===== src/rtl/variable_argument_decoder_if.sv =====
// Stream-buffer bus between the producer/consumer side and the
// variable-argument decoder: push/pop controls in, peek window and
// occupancy flags out.
interface variable_argument_decoder_if #(
    parameter int WIDTH_OUT    = 8,
    parameter int WIDTH_IN     = 8,
    parameter int BUFFER_WIDTH = 32
);
    localparam int PLW  = $clog2(WIDTH_IN) + 1;
    localparam int POPW = $clog2(WIDTH_OUT) + 1;
    localparam int LW   = $clog2(BUFFER_WIDTH) + 1;

    // producer side
    logic                 push;
    logic [PLW-1:0]       push_len;
    logic [WIDTH_IN-1:0]  d;

    // consumer side
    logic [POPW-1:0]      pop;
    logic                 align;
    logic [WIDTH_OUT-1:0] q;

    // status
    logic [LW-1:0]        level;
    logic                 full;
    logic                 almost_full;
    logic                 half_full;
    logic                 ready;
    logic                 error;

    // user of the buffer: drives push/pop/align, observes window and flags
    modport master (
        output push, push_len, d, pop, align,
        input  q, level, full, almost_full, half_full, ready, error
    );

    // the buffer itself
    modport slave (
        input  push, push_len, d, pop, align,
        output q, level, full, almost_full, half_full, ready, error
    );
endinterface


===== src/rtl/variable_argument_decoder.sv =====
// Bit-granular stream buffer. Each edge applies, in order: a pop of
// 0..WIDTH_OUT bits, an optional discard up to the next ALIGN boundary of
// the consumed stream, then an append of 0..WIDTH_IN bits. Bit 0 of the
// storage is always the next bit to be consumed; bits at or above the
// current level are kept at zero so the peek window is zero-padded.
module variable_argument_decoder #(
    parameter int WIDTH_OUT    = 8,
    parameter int WIDTH_IN     = 8,
    parameter int BUFFER_WIDTH = 32,
    parameter int ALIGN        = 8
) (
    input logic                        clk,
    input logic                        rst,
    variable_argument_decoder_if.slave bus
);
    localparam int LW  = $clog2(BUFFER_WIDTH) + 1;
    localparam int PLW = $clog2(WIDTH_IN) + 1;
    localparam int SW  = LW + 1;
    localparam int CW  = (ALIGN > 1) ? $clog2(ALIGN) : 1;

    localparam logic [CW-1:0] CONS_MASK  = CW'(ALIGN - 1);
    localparam logic [LW-1:0] FULL_LIM   = LW'(BUFFER_WIDTH - WIDTH_IN);
    localparam int            AF_LIM     = BUFFER_WIDTH - 2 * WIDTH_IN;
    localparam logic [LW-1:0] HALF_LEVEL = LW'(BUFFER_WIDTH / 2);
    localparam logic [LW-1:0] READY_LVL  = LW'(WIDTH_OUT);

    // registered state
    logic [BUFFER_WIDTH-1:0] store_q;
    logic [LW-1:0]           level_q;
    logic [CW-1:0]           cons_q;
    logic                    error_q;

    // pop stage
    logic                    pop_ok;
    logic [BUFFER_WIDTH-1:0] store_pop;
    logic [LW-1:0]           level_pop;
    logic [CW-1:0]           cons_pop;

    // align stage
    logic [CW-1:0]           align_r;
    logic [BUFFER_WIDTH-1:0] store_align;
    logic [LW-1:0]           level_align;
    logic [CW-1:0]           cons_align;

    // push stage
    logic                    push_ok;
    logic [WIDTH_IN-1:0]     len_mask;
    logic [BUFFER_WIDTH-1:0] push_bits;
    logic [BUFFER_WIDTH-1:0] store_d;
    logic [LW-1:0]           level_d;
    logic                    error_d;

    // Pop: accepted only when enough bits are held; otherwise the buffer is untouched.
    always_comb begin
        // NOTE: every always_comb output gets a default first so no path can infer a latch.
        store_pop = store_q;
        level_pop = level_q;
        cons_pop  = cons_q;
        pop_ok    = (LW'(bus.pop) <= level_q);
        if (pop_ok) begin
            store_pop = store_q >> bus.pop;
            level_pop = level_q - LW'(bus.pop);
            cons_pop  = (cons_q + CW'(bus.pop)) & CONS_MASK;
        end
    end

    // Align: drop bits up to the next ALIGN boundary, or everything held if that is fewer.
    always_comb begin
        store_align = store_pop;
        level_align = level_pop;
        cons_align  = cons_pop;
        align_r     = (CW'(0) - cons_pop) & CONS_MASK;
        if (bus.align) begin
            if (LW'(align_r) > level_pop) begin
                store_align = '0;
                level_align = '0;
            end else begin
                store_align = store_pop >> align_r;
                level_align = level_pop - LW'(align_r);
            end
            // Either branch leaves the consumed stream on a boundary.
            cons_align = '0;
        end
    end

    // Push: append masked data above the surviving bits, all-or-nothing.
    always_comb begin
        store_d   = store_align;
        level_d   = level_align;
        push_ok   = ((SW'(level_align) + SW'(bus.push_len)) <= SW'(BUFFER_WIDTH))
                    && (bus.push_len <= PLW'(WIDTH_IN));
        len_mask  = ~({WIDTH_IN{1'b1}} << bus.push_len);
        push_bits = BUFFER_WIDTH'(bus.d & len_mask) << level_align;
        if (bus.push && push_ok) begin
            store_d = store_align | push_bits;
            level_d = level_align + LW'(bus.push_len);
        end
        error_d = error_q | ~pop_ok | (bus.push & ~push_ok);
    end

    // State update; reset clears the whole storage so stale bits never reach the window.
    always_ff @(posedge clk or negedge rst) begin
        if (!rst) begin
            // NOTE: the storage is reset too, because the zero-above-level invariant depends on it.
            store_q <= '0;
            level_q <= '0;
            cons_q  <= '0;
            error_q <= 1'b0;
        end else begin
            // NOTE: sequential state uses non-blocking assignments so all registers update together.
            store_q <= store_d;
            level_q <= level_d;
            cons_q  <= cons_align;
            error_q <= error_d;
        end
    end

    // Outputs derived from registered state only.
    assign bus.q           = store_q[WIDTH_OUT-1:0];
    assign bus.level       = level_q;
    assign bus.full        = (level_q > FULL_LIM);
    assign bus.almost_full = (int'(level_q) > AF_LIM);
    assign bus.half_full   = (level_q >= HALF_LEVEL);
    assign bus.ready       = (level_q >= READY_LVL);
    assign bus.error       = error_q;
endmodule


===== src/flat_wrapper.sv =====
// flat-port wrapper written by rule: the top's interface ports become plain ports
module variable_argument_decoder_flat 
#(
    parameter int WIDTH_OUT    = 8,
    parameter int WIDTH_IN     = 8,
    parameter int BUFFER_WIDTH = 32,
    parameter int ALIGN        = 8
)
  (clk, rst, bus_push, bus_push_len, bus_d, bus_pop, bus_align, bus_q, bus_level, bus_full, bus_almost_full, bus_half_full, bus_ready, bus_error);
  variable_argument_decoder_if #(.WIDTH_OUT(WIDTH_OUT), .WIDTH_IN(WIDTH_IN), .BUFFER_WIDTH(BUFFER_WIDTH)) bus_i ();
  input logic clk;
  input logic rst;
  input wire logic [$bits(bus_i.push)-1:0] bus_push;
  input wire logic [$bits(bus_i.push_len)-1:0] bus_push_len;
  input wire logic [$bits(bus_i.d)-1:0] bus_d;
  input wire logic [$bits(bus_i.pop)-1:0] bus_pop;
  input wire logic [$bits(bus_i.align)-1:0] bus_align;
  output wire logic [$bits(bus_i.q)-1:0] bus_q;
  output wire logic [$bits(bus_i.level)-1:0] bus_level;
  output wire logic [$bits(bus_i.full)-1:0] bus_full;
  output wire logic [$bits(bus_i.almost_full)-1:0] bus_almost_full;
  output wire logic [$bits(bus_i.half_full)-1:0] bus_half_full;
  output wire logic [$bits(bus_i.ready)-1:0] bus_ready;
  output wire logic [$bits(bus_i.error)-1:0] bus_error;
  assign bus_i.push = bus_push;
  assign bus_i.push_len = bus_push_len;
  assign bus_i.d = bus_d;
  assign bus_i.pop = bus_pop;
  assign bus_i.align = bus_align;
  assign bus_q = bus_i.q;
  assign bus_level = bus_i.level;
  assign bus_full = bus_i.full;
  assign bus_almost_full = bus_i.almost_full;
  assign bus_half_full = bus_i.half_full;
  assign bus_ready = bus_i.ready;
  assign bus_error = bus_i.error;
  variable_argument_decoder #(.WIDTH_OUT(WIDTH_OUT), .WIDTH_IN(WIDTH_IN), .BUFFER_WIDTH(BUFFER_WIDTH), .ALIGN(ALIGN)) u_core (.clk(clk), .rst(rst), .bus(bus_i));
endmodule

===== config.mk =====
export PLATFORM = sky130hd
export DESIGN_NAME = variable_argument_decoder_flat
export DESIGN_NICKNAME = d
export VERILOG_FILES = /design/src/rtl/variable_argument_decoder_if.sv /design/src/rtl/variable_argument_decoder.sv /design/src/flat_wrapper.sv
export SDC_FILE = /design/constraint.sdc
export NUM_CORES = 1
export LEC_CHECK = 0
export BUFFER_PORTS_ARGS = -buffer_cell sky130_fd_sc_hd__buf_2
export CAP_MARGIN = 15
export CELL_PAD_IN_SITES_DETAIL_PLACEMENT = 2
export CELL_PAD_IN_SITES_GLOBAL_PLACEMENT = 2
export CORE_AREA = 8 8 133 135
export DETAILED_ROUTE_END_ITERATION = 8
export DIE_AREA = 0 0 141 143
export HOLD_SLACK_MARGIN = 0.08
export PLACE_DENSITY_LB_ADDON = 0.1
export SYNTH_ARGS = -nofsm -noshare
export SYNTH_HDL_FRONTEND = slang
export SYNTH_SLANG_ARGS = --single-unit

===== constraint.sdc =====
create_clock -name clk -period 12.7 [get_ports clk]
set_input_delay 2.54 -clock clk [delete_from_list [all_inputs] [get_ports clk]]
set_output_delay 2.54 -clock clk [all_outputs]
set_load 0.03 [all_outputs]

==> impl_metrics.env <==
export IMPL_num_rows=46
export IMPL_crit_type="primary input to register"
export IMPL_rrSetupSlack_ns=4.32
export IMPL_async_flop_share_pct=100
export IMPL_top_layer="met4"
export IMPL_fp_dieW_um=141
export IMPL_crit_path_max_fanout=38
export IMPL_drc=0
export IMPL_fin_crit_ns=10.84
export IMPL_min_path_type="register to register"
export IMPL_detail_route_vias_per_cell=6.99
export IMPL_synth_top_cell_area_share_pct=17.2
export IMPL_die_area_sq_um=20200
export IMPL_coreArea_sq_um=15600
export IMPL_drive_above_1_share_pct=22.3
export IMPL_dp_cells=948
export IMPL_yosys_area_top_type="mux4_2"
export IMPL_cts_max_path_buffers=2
export IMPL_pin_count=39
export IMPL_final_cells=957
export IMPL_finalCritPeriodShare_pct=85.3
export IMPL_synth_edf_count=0
export IMPL_post_cts_resized=0
export IMPL_antenna_found_initial=0
export IMPL_path_cells="buf_2 -> clkinv_1 -> ha_1 -> and4_1 -> a211oi_4 -> buf_4 -> mux2i_4 -> ha_1 -> inv_2 -> fa_1 -> maj3_1 -> o21ai_1 -> o2111a_1 -> a21o_1 -> inv_4 -> ha_1 -> a21o_1 -> a21oi_1 -> o21ba_2 -> xor2_1 -> a21oi_2 -> o311ai_2 -> o221ai_1"
export IMPL_n_antenna_cell=0
export IMPL_grt_pass1_vias=6907
export IMPL_track_usage_pct=27.4
export IMPL_dr_wl_met3_um=1510
export IMPL_grt_pass1_wl_um=43200
export IMPL_layout_nets=776
export IMPL_synth_area_top_cells="mux4_2 (17%), dfrtp_1 (16%), mux2i_1 (7.2%)"
export IMPL_path_common_cell="ha_1"
export IMPL_wl_um=27100
export IMPL_slew_viol_final=0
export IMPL_finalSetupTns_ns=0
export IMPL_cts_inserted_buffers=5
export IMPL_crit_arrival_ns=10.98
export IMPL_max_freq_mhz=92.3
export IMPL_port_buffers=38
export IMPL_synth_ff_type="dfrtp_1"
export IMPL_drt_iter0_drc=574
export IMPL_syn_area_per_cell_sq_um=8.78
export IMPL_cp_data_required_time_ns=12.84
export IMPL_wl_met2_um=12200
export IMPL_synth_seq_cells=42
export IMPL_synth_cells=746
export IMPL_rr_startpoint="u_core.bus.level[0]"
export IMPL_syn_nets=782
export IMPL_num_vias=6689
export IMPL_tightestPinTransition_ns=1.04
export IMPL_cts_sinks=42
export IMPL_critical_path_max_stage_delay_ns=0.73
export IMPL_wl_per_cell_um=28.3
export IMPL_synth_seq_area_share_pct=16.0
export IMPL_dr_pass1_iters=5
export IMPL_cts_tree="built"
export IMPL_gp_congestion=0.855
export IMPL_insertion_delay_ns=0.30
export IMPL_ant_nets=0
export IMPL_grt_overflow=0
export IMPL_hpwlAfterDp_um=21200
export IMPL_grt_setup_unrepaired="false"
export IMPL_syn_to_final_growth_pct=6.25
export IMPL_cts_hold_buf=0
export IMPL_finalSetupViolCount=0
export IMPL_cts_root_buffer="clkbuf_16"
export IMPL_maxCapViolations=0
export IMPL_yosysWarnings=0
export IMPL_worstSetupEndpointType="register"
export IMPL_clkTransAtPathRegs_ns=0.07
export IMPL_cp_start_kind="primary input"
export IMPL_crit_start="bus_pop[3]"
export IMPL_relSlewSlack_pct=30.5
export IMPL_hp_start="u_core.bus.error"
export IMPL_cp_slowest_cell="o311ai_2"
export IMPL_status="complete, no violations"
export IMPL_synth_cell_area_sq_um=6550
export IMPL_htreeDepth=2
export IMPL_fp_dieH_um=143
export IMPL_post_cts_buffers=0
export IMPL_final_hold_violation_count=0
export IMPL_start_util_pct=42.0
export IMPL_wl_met1_um=13000
export IMPL_grt_max_degree=43
export IMPL_yosys_cell_types_count=87
export IMPL_skew_ns=0.00828
logic make-up after synthesis:
| kind of cell | after synthesis | synth area share (%) |
|---|---|---|
| AO/OA/AOI/OAI | 241 | 26.2 |
| XOR/XNOR | 15 | 2.46 |
| adder cells (fa/ha/maj) | 17 | 3.67 |
| buffers and inverters | 88 | 6.29 |
| flip-flops | 42 | 16.0 |
| multiplexers | 121 | 29.1 |
| AND/OR/NAND/NOR | 222 | 16.3 |
through the flow:
stage	util (%)	cell area [sq um]	hold WS (ns)	setup slack [ns]
after floorplan	-	6550	0.545	2.73
after global placement	43.6	6800	0.449	1.88
after detailed placement	43.6	6800	0.455	1.37
after CTS	44.6	6950	0.472	1.66
after global routing	44.6	6960	0.491	1.37
final	44.6	6960	0.468	1.86
critical path, delay by kind of cell:
family,cells,cell delay [ns]
AO/OA/AOI/OAI,10,3.10
multiplexers,1,0.31
buffers and inverters,5,1.81
adder cells (fa/ha/maj),5,2.62
XOR/XNOR,1,0.21
AND/OR/NAND/NOR,1,0.30
cell usage in the layout, fill, tap and decap left out, types with 8 or more instances in the layout:
cell type and instances:
nor3_1 12, o221ai_1 8, a22oi_1 13, dfrtp_1 42, buf_2 38, nor4_1 9
a31oi_1 8, o21ai_0 42, o21ai_1 8, ha_1 12, and2_1 13, a211oi_1 20
mux4_2 50, mux2_2 20, a21oi_1 42, nor2b_1 8, nand3_1 20, nand2_1 72
inv_1 18, buf_4 11, nor2_1 59, o211ai_1 22, mux2i_1 46
sequential cells by signal, summed over array words and instances, names as in the netlist:
signal / cells
u_core.bus.error: 1
u_core.cons_q: 3
u_core.store_q: 32
u_core.bus.level: 6
worst paths after layout:
kind	end	depth (start not counted)
max in group asynchronous	u_core.store_q[2]	1
worst max register to register	u_core.store_q[27]	24
worst max-delay path	u_core.store_q[27]	23
worst min register to register	u_core.bus.error	1
worst min-delay path	u_core.bus.error	1
min in group asynchronous	u_core.bus.level[5]	1
layout make-up:
| cell class | count | area (sq um) |
|---|---|---|
| Clock buffer | 5 | 125 |
| Inverter | 26 | 100 |
| Timing Repair Buffer | 49 | 273 |
| Tap cell | 216 | 270 |
| Clock inverter | 3 | 25.0 |
| Multi-Input combinational cell | 616 | 5110 |
| Sequential cell | 42 | 1050 |
| Fill cell | 1766 | 8640 |
metal layers:
layer  GRT usage [%]  vias up
li1                -     2901
met1            41.3     3512
met2            42.0      260
met3            2.00       16
met4            5.32        0
met5               0        -
cells in the mapped netlist (7+ instances only):
library cell / instances
nand2_1: 72
nor2_1: 59
mux4_2: 50
mux2i_1: 47
a21oi_1: 42
dfrtp_1: 42
o21ai_0: 42
clkbuf_1: 24
o211ai_1: 22
a211oi_1: 20
mux2_2: 20
nand3_1: 20
buf_2: 18
inv_1: 18
a22oi_1: 13
and2_1: 13
buf_4: 13
ha_1: 12
nor3_1: 12
nor4_1: 9
a31oi_1: 8
nor2b_1: 8
o21ai_1: 8
o221ai_1: 8
xnor2_1: 7
Power is not shown: default switching activity piles up to over one toggle a cycle in this logic, so the estimate is an artifact.
